<file path="src/rtl/baseband_demod.sv">
// Subcarrier baseband demodulator: synchronises LANES received lanes and the reference
// subcarrier, counts per-lane agreement over each symbol and majority-decides the bit.
module baseband_demod #(
    parameter int LANES         = 20,
    parameter int SPS           = 32,
    parameter int CNT_W         = 6,
    parameter int FRAME_SYMBOLS = 16,
    parameter int IDX_W         = 5,
    parameter int SYNC_STAGES   = 2
) (
    input  logic             input_clock,
    input  logic             reset,
    input  logic             start,
    input  logic             subcarrier_ref,
    input  logic [LANES-1:0] rx_signal,
    output logic [LANES-1:0] rx_bits,
    output logic             rx_valid,
    output logic             frame_done,
    output logic             busy,
    output logic [IDX_W-1:0] symbol_index
);

    typedef enum logic [1:0] {
        ST_IDLE   = 2'd0,
        ST_SETTLE = 2'd1,
        ST_ACCUM  = 2'd2
    } state_t;

    localparam int                SET_W       = (SYNC_STAGES > 1) ? $clog2(SYNC_STAGES) : 1;
    localparam logic [SET_W-1:0]  SETTLE_LAST = SET_W'(SYNC_STAGES - 1);
    localparam logic [CNT_W-1:0]  SAMPLE_LAST = CNT_W'(SPS - 1);
    localparam logic [CNT_W:0]    SPS_CMP     = (CNT_W + 1)'(SPS);
    localparam logic [IDX_W-1:0]  SYM_LAST    = IDX_W'(FRAME_SYMBOLS - 1);

    logic [LANES-1:0] rx_sync_q [SYNC_STAGES];
    logic [SYNC_STAGES-1:0] ref_sync_q;

    state_t           state_q, state_d;
    logic [SET_W-1:0] settle_q, settle_d;
    logic [CNT_W-1:0] sample_q, sample_d;
    logic [IDX_W-1:0] idx_q, idx_d;
    logic [CNT_W-1:0] acc_q [LANES];
    logic [CNT_W-1:0] acc_d [LANES];
    logic [CNT_W-1:0] acc_total_s [LANES];
    logic [LANES-1:0] bits_q, bits_d;
    logic             valid_q, valid_d;
    logic             done_q, done_d;
    logic             busy_q, busy_d;
    logic             start_prev_q;

    logic [LANES-1:0] agree_s;
    logic [LANES-1:0] decide_s;
    logic             start_accept_s;

    // Equal-depth synchroniser chains keep data and reference phase-aligned.
    always_ff @(posedge input_clock or posedge reset) begin
        if (reset) begin
            for (int s = 0; s < SYNC_STAGES; s++) begin
                rx_sync_q[s] <= '0;
            end
            ref_sync_q <= '0;
        end else begin
            rx_sync_q[0]  <= rx_signal;
            ref_sync_q[0] <= subcarrier_ref;
            for (int s = 1; s < SYNC_STAGES; s++) begin
                rx_sync_q[s]  <= rx_sync_q[s-1];
                ref_sync_q[s] <= ref_sync_q[s-1];
            end
        end
    end

    assign agree_s = ~(rx_sync_q[SYNC_STAGES-1] ^ {LANES{ref_sync_q[SYNC_STAGES-1]}});

    // Running totals including the current sample; a tie at SPS/2 decides 0.
    always_comb begin
        for (int i = 0; i < LANES; i++) begin
            acc_total_s[i] = acc_q[i] + {{(CNT_W-1){1'b0}}, agree_s[i]};
            decide_s[i]    = ({acc_total_s[i], 1'b0} > SPS_CMP);
        end
    end

    // A held start or one arriving alongside frame_done must not launch a frame.
    assign start_accept_s = start & ~start_prev_q & ~done_q;

    // Next-state and datapath control.
    always_comb begin
        state_d  = state_q;
        settle_d = settle_q;
        sample_d = sample_q;
        idx_d    = idx_q;
        bits_d   = bits_q;
        valid_d  = 1'b0;
        done_d   = 1'b0;
        for (int i = 0; i < LANES; i++) begin
            acc_d[i] = acc_q[i];
        end

        case (state_q)
            ST_IDLE: begin
                if (start_accept_s) begin
                    state_d  = ST_SETTLE;
                    settle_d = '0;
                end else begin
                    state_d = ST_IDLE;
                end
            end
            ST_SETTLE: begin
                if (settle_q == SETTLE_LAST) begin
                    state_d  = ST_ACCUM;
                    sample_d = '0;
                    idx_d    = '0;
                    for (int i = 0; i < LANES; i++) begin
                        acc_d[i] = '0;
                    end
                end else begin
                    settle_d = settle_q + SET_W'(1);
                end
            end
            ST_ACCUM: begin
                if (sample_q == SAMPLE_LAST) begin
                    bits_d   = decide_s;
                    valid_d  = 1'b1;
                    sample_d = '0;
                    for (int i = 0; i < LANES; i++) begin
                        acc_d[i] = '0;
                    end
                    if (idx_q == SYM_LAST) begin
                        done_d  = 1'b1;
                        idx_d   = '0;
                        state_d = ST_IDLE;
                    end else begin
                        idx_d = idx_q + IDX_W'(1);
                    end
                end else begin
                    sample_d = sample_q + CNT_W'(1);
                    for (int i = 0; i < LANES; i++) begin
                        acc_d[i] = acc_total_s[i];
                    end
                end
            end
            default: begin
                state_d = ST_IDLE;
            end
        endcase

        busy_d = (state_d != ST_IDLE);
    end

    // State, counters, accumulators and registered outputs.
    always_ff @(posedge input_clock or posedge reset) begin
        if (reset) begin
            state_q      <= ST_IDLE;
            settle_q     <= '0;
            sample_q     <= '0;
            idx_q        <= '0;
            bits_q       <= '0;
            valid_q      <= 1'b0;
            done_q       <= 1'b0;
            busy_q       <= 1'b0;
            start_prev_q <= 1'b0;
            for (int i = 0; i < LANES; i++) begin
                acc_q[i] <= '0;
            end
        end else begin
            state_q      <= state_d;
            settle_q     <= settle_d;
            sample_q     <= sample_d;
            idx_q        <= idx_d;
            bits_q       <= bits_d;
            valid_q      <= valid_d;
            done_q       <= done_d;
            busy_q       <= busy_d;
            start_prev_q <= start;
            for (int i = 0; i < LANES; i++) begin
                acc_q[i] <= acc_d[i];
            end
        end
    end

    assign rx_bits      = bits_q;
    assign rx_valid     = valid_q;
    assign frame_done   = done_q;
    assign busy         = busy_q;
    assign symbol_index = idx_q;

endmodule

</file>
<file path="config.mk">
export PLATFORM = sky130hd
export DESIGN_NAME = baseband_demod
export DESIGN_NICKNAME = d
export VERILOG_FILES = /design/src/rtl/baseband_demod.sv
export SDC_FILE = /design/constraint.sdc
export NUM_CORES = 1
export LEC_CHECK = 0
export BUFFER_PORTS_ARGS = -buffer_cell sky130_fd_sc_hd__buf_2
export CAP_MARGIN = 5
export CORE_ASPECT_RATIO = 1.5
export CORE_MARGIN = 2
export CORE_UTILIZATION = 60
export DETAILED_ROUTE_END_ITERATION = 12
export PLACE_DENSITY = 0.8
export RECOVER_POWER = 100
export SYNTH_ARGS = -nofsm -noshare
export SYNTH_HDL_FRONTEND = slang
export SYNTH_SLANG_ARGS = --single-unit
</file>
<file path="constraint.sdc">
create_clock -name input_clock -period 8.2 [get_ports input_clock]
set_input_delay 1.23 -clock input_clock [delete_from_list [all_inputs] [get_ports input_clock]]
set_output_delay 1.23 -clock input_clock [all_outputs]
set_load 0.03 [all_outputs]
</file>
**Word level (Yosys, flattened, before mapping)**

Cells that the tools add are included.
Widths: inputs -> output; s select.

- Multiplexer cells: 23
- Add/sub/neg operators: 23
- Equality and inequality tests: 7
- Bitwise gates (word level): 6
- Reductions and logical operators: 8
- Magnitude comparators: 20

Operators by type and width:

| operator | count |
|---|---|
| $mux 120 | 2 |
| $pmux 120 s2 | 1 |
| $gt 7x6->1 const B | 20 |
| $add 6x1->6 | 20 |
| $not 20->20 | 1 |
| $xor 20x20->20 | 1 |
| $mux 5 | 3 |
| $mux 6 | 2 |
| $pmux 6 s2 | 1 |
| $pmux 5 s2 | 1 |
| $mux 1 | 8 |
| $add 6x1->6 const B | 1 |
| $eq 6x5->1 const B | 1 |
| $mux 2 | 3 |
| $ne 2x2->1 const B | 3 |
| $pmux 2 s3 | 1 |
| $reduce_and 2->1 | 3 |
| $reduce_bool 2->1 | 3 |
| $add 5x1->5 const B | 1 |
| $eq 5x4->1 const B | 1 |
| $reduce_and 3->1 | 1 |
| $and 1x1->1 | 2 |
| $eq 2x1->1 const B | 1 |
| $eq 2x2->1 const B | 1 |
| 4 further kinds | 5 |

- Register bits after elaboration: 200
- Output and inout port bits: 28
- Input bits: 24
- Word-level logic and storage cells: 119

**Depth between registers and ports, before layout**

- Depth after elaboration: 6
- Mapped depth: 8
- Gate-level depth less buffers: 7

**Least setup slack after synthesis**

Ideal clock, no wire load.

- Path type: input port to flip-flop
- Start: in ref_sync_q[1]
- End: reg bits_q[14], in the netlist rx_bits[14]
- Arrival time: 2.259 ns
- Path buffers: 1
- Path slack: 5.810 ns
- Data required time: 8.069 ns
- Stages on the path: 9
- Cells stage by stage: dfrtp_1 clkbuf_1 xnor2_1 ha_1 ha_1 or4bb_1 a31oi_1 a311o_1 a31oi_1

- Longest elaborated chain between the ends: 4

Ends and longest elaborated chain:

| element | RTL line | source |
|---|---|---|
| start: declaration | 36 | `logic [SYNC_STAGES-1:0] ref_sync_q;` |
| $xor 20x20->20 | 72 | `assign agree_s = ~(rx_sync_q[SYNC_STAGES-1] ^ {LANES{ref_sync_q[SYNC_STAGES-1]}});` |
| $not 20->20 | 72 |  |
| $add 6x1->6 | 77 | `acc_total_s[i] = acc_q[i] + {{(CNT_W-1){1'b0}}, agree_s[i]};` |
| $gt 7x6->1 | 78 | `decide_s[i] = ({acc_total_s[i], 1'b0} > SPS_CMP);` |
| end signal: assignment | 169 | `bits_q <= bits_d;` |
| end: declaration | 45 | `logic [LANES-1:0] bits_q, bits_d;` |

No other way between the ends.
A chain may end at the register's enable or synchronous reset.

**Worst setup path after layout**

- Start: in state_q[1]
- End: reg sample_q[2]

- Longest elaborated chain between the ends: 3

Ends and longest elaborated chain:

| element | RTL line | source |
|---|---|---|
| start: declaration | 38 | `state_t state_q, state_d;` |
| $eq 2x1->1 / $eq 2x2->1 (equally long branches) | 98 | `case (state_q)` |
| $ne 2x2->1 (no source line) / $reduce_bool 2->1 (equally long branches) | -- |  |
| $reduce_and 2->1 (no source line) | -- |  |
| end signal: assignment | 167 | `sample_q <= sample_d;` |
| end: declaration | 40 | `logic [CNT_W-1:0] sample_q, sample_d;` |

Parallel ways exist; a longest one is shown, timed or not.

==> results_dict.tcl <==
set metrics [dict create \
    outcome "finished with violations" \
    violations "max-capacitance violations, max-slew violations" \
    dieArea_um2 17600 \
    grt_max_degree 133 \
    final_util 0.665 \
    setup_tns_ns 0 \
    path_delay_family "buffers and inverters" \
    dpl.hpwl_mm 12.0 \
    cts-buffers-inserted 17 \
    skew_ns 0.0104 \
    fillers 1315 \
    htree_levels 4 \
    cpPeakStageDelay_ns 2.51 \
    core-area_um2 16200 \
    arrival_ns 5.54 \
    worst_pin_slew_ns 3.42 \
    p_seq_frac 0.447 \
    synth-edff-count 0 \
    rows 57 \
    antenna_found_initial 0 \
    yosysUniqueCellTypes 53 \
    grt_pass1_vias 7187 \
    holdBufCountCts 0 \
    leakagePower_nw 4.72 \
    die_height_um 161 \
    multi_input_area_um2 4510 \
    synthArstFlopShare 1.00 \
    grt_pass1_wl_mm 33.5 \
    firstDrtPassIters 6 \
    postSynthNetCount 1002 \
    vias_per_cell 6.26 \
    power_w 0.00356 \
    combPwrFrac 0.305 \
    ir_drop_v 0.000221 \
    clock_latency_ns 0.45 \
    max_freq_mhz 193 \
    ys_warn_count 0 \
    regArea_um2 5000 \
    layout.nets 1037 \
    cts_tree "done" \
    slowest_stage "clkbuf_1" \
    start_kind "register" \
    cts_setup_buffers 0 \
    rsz0062_at_grt "no" \
    ant_nets 0 \
    ys_ff_latch 200 \
    worst_hold_slack_ns 0.352 \
    n_antenna_cell 0 \
    drt-total-wl_mm 20.2 \
    cts-root-buf "clkbuf_16" \
    period_minus_slack_ns 5.18 \
    maxCapViolations 5 \
    grt_usage 0.240 \
    p_int_w 0.00230 \
    pwr_density_cell_nw_per_um2 331 \
    end_kind "register" \
    ctsResizeCount 0 \
    drc 0 \
    synthFlopType "dfrtp_1" \
    clockBufferDepth 2 \
    worst_slack_ns 3.02 \
    synth_area_per_cell_um2 10.6 \
    start_util 0.612 \
    drtIter0Drc 619 \
    r2r_slack_ns 3.02 \
    slew_violations 214 \
    synth-seq-area-share 0.505 \
    dp_slack_ns 5.25 \
    fin_crit_sh 0.632 \
    finalHoldViolCount 0 \
    maxSlewHeadroom -1.28 \
    io_pins 52 \
    cp_cell_sequence "nand2b_1 > and2_0 > clkbuf_1 > o21ai_0 > o21ai_0" \
    p_clk_frac 0.249 \
    io_buffers 51 \
    critPathMostFrequentCell "o21ai_0" \
    overflow 0 \
    netlist_instances 936 \
    swShare 0.355 \
    min_path_type "reg -> reg" \
    vias 7454 \
    synth_area_um2 9910 \
    p_sw_w 0.00126 \
    drive_gt1_frac 0.0610 \
    cp_max_fo 71 \
    cts_sinks 200 \
    setup_viol 0 \
    worstPathRequired_ns 8.56 \
    wl_per_cell_um 16.9 \
    gp_congestion 0.782 \
    crit_type "reg -> reg" \
    path_buf_inv 1 \
    die_w_um 109 \
    syn_to_final_growth_pct 8.66 \
    clk_pin_slew_worst_paths_ns 0.08 \
]
-- metrics by stage --
step                      cells  instance area (um^2)
after floorplan             936                  9910
after global placement     1158                 10300
after detailed placement   1158                 10300
after CTS                  1190                 10900
after global routing       1190                 10800
final                      1190                 10800
-- registers in the layout (all words and copies together) (netlist names) --
name	cells
state_q	2
symbol_index	5
settle_q	1
start_prev_q	1
sample_q	6
rx_bits	20
acc_q	120
busy	1
ref_sync_q	2
rx_valid	1
rx_sync_q	40
frame_done	1
-- worst reg2reg max path, cell delays in order, from the launching register on --
cell      delay [ns]
dfrtp_1         0.44
nand2b_1        0.27
and2_0          1.38
clkbuf_1        2.51
o21ai_0         0.31
o21ai_0         0.19
-- cells in the final DEF (no fill, tap or decap), drive strengths merged, types with 3 or more instances in the layout --
master    count
a2111oi       3
o41ai         4
or3           7
clkinvlp      4
nor2         44
o21ai        82
nand3b        3
nand2        49
a311o        14
or4bb        13
a22o         44
nor3         36
xor2          3
nand3        43
nor3b        21
a31oi        39
or4          16
o21bai       17
nor4bb        3
a21o         46
a211oi        6
xnor2        38
dfrtp       200
o221ai        4
and3          5
nand2b        5
a211o        13
clkbuf       51
nor2b         3
bufinv        3
a21oi        42
inv          35
ha           42
buf          24
-- cell families (layout without fill, tap and decap cells) --
| kind of cell | after synthesis | count (layout) | share of synthesized area |
|---|---|---|---|
| buf+inv | 71 | 119 | 0.0355 |
| mux | 3 | 3 | 0.00328 |
| compound gates | 326 | 326 | 0.225 |
| xor+xnor | 41 | 41 | 0.0362 |
| flops | 200 | 200 | 0.505 |
| simple gates | 253 | 253 | 0.141 |
| fa+ha+maj | 42 | 42 | 0.0530 |
-- cell usage after synthesis, drive strengths merged (6+ instances only) --
| library cell | count | area (um^2) |
|---|---|---|
| buf | 35 | 216 |
| nor3 | 36 | 185 |
| ha | 42 | 526 |
| or4 | 16 | 120 |
| o21ai | 82 | 414 |
| nand3 | 43 | 215 |
| a22o | 44 | 385 |
| nor3b | 21 | 158 |
| inv | 29 | 109 |
| a311o | 14 | 140 |
| or4bb | 13 | 146 |
| a211oi | 6 | 45.0 |
| xnor2 | 38 | 333 |
| nand2 | 49 | 184 |
| nor2 | 44 | 165 |
| a21o | 46 | 345 |
| clkbuf | 7 | 26.3 |
| a31oi | 39 | 244 |
| or3 | 7 | 43.8 |
| a21oi | 42 | 210 |
| dfrtp | 200 | 5000 |
| a211o | 13 | 114 |
| o21bai | 17 | 128 |
-- area by class of cell --
cell class	instances	area share
Clock inverter	15	0.0177
Clock buffer	17	0.0395
Inverter	29	0.0108
Timing Repair Buffer	58	0.0239
Multi-Input combinational cell	665	0.419
Tap cell	206	0.0239
Sequential cell	200	0.465
-- path summary, 6_finish.rpt --
check | endpoint | from | cells past startpoint
setup / recovery | sample_q[2] | state_q[1] | 5
hold / removal | rx_sync_q[12] | rx_sync_q[32] | 0
setup reg to reg | sample_q[2] | state_q[1] | 5
hold reg to reg | rx_sync_q[12] | rx_sync_q[32] | 0
max in group asynchronous | acc_q[96] | reset | 3
min in group asynchronous | rx_sync_q[33] | reset | 2
-- layer usage --
metal  vias to the layer above  routed length (um)  track usage
li1                       3585                   -            -
met1                      3700                8660        0.298
met2                       134               10400        0.411
met3                        35                 663       0.0440
met4                         0                 410       0.0909
met5                         -                   0            0
-- power groups by stage --
stage | sequential, W | combinational, W | clock, W
floorplan | 0.00157 | 0.000848 | 0
global placement | 0.00158 | 0.00104 | 0
detailed placement | 0.00160 | 0.00108 | 0
CTS | 0.00158 | 0.00110 | 0.000896
global route | 0.00164 | 0.00122 | 0.000937
finish | 0.00159 | 0.00108 | 0.000885
(Power assumes the default switching activity.)
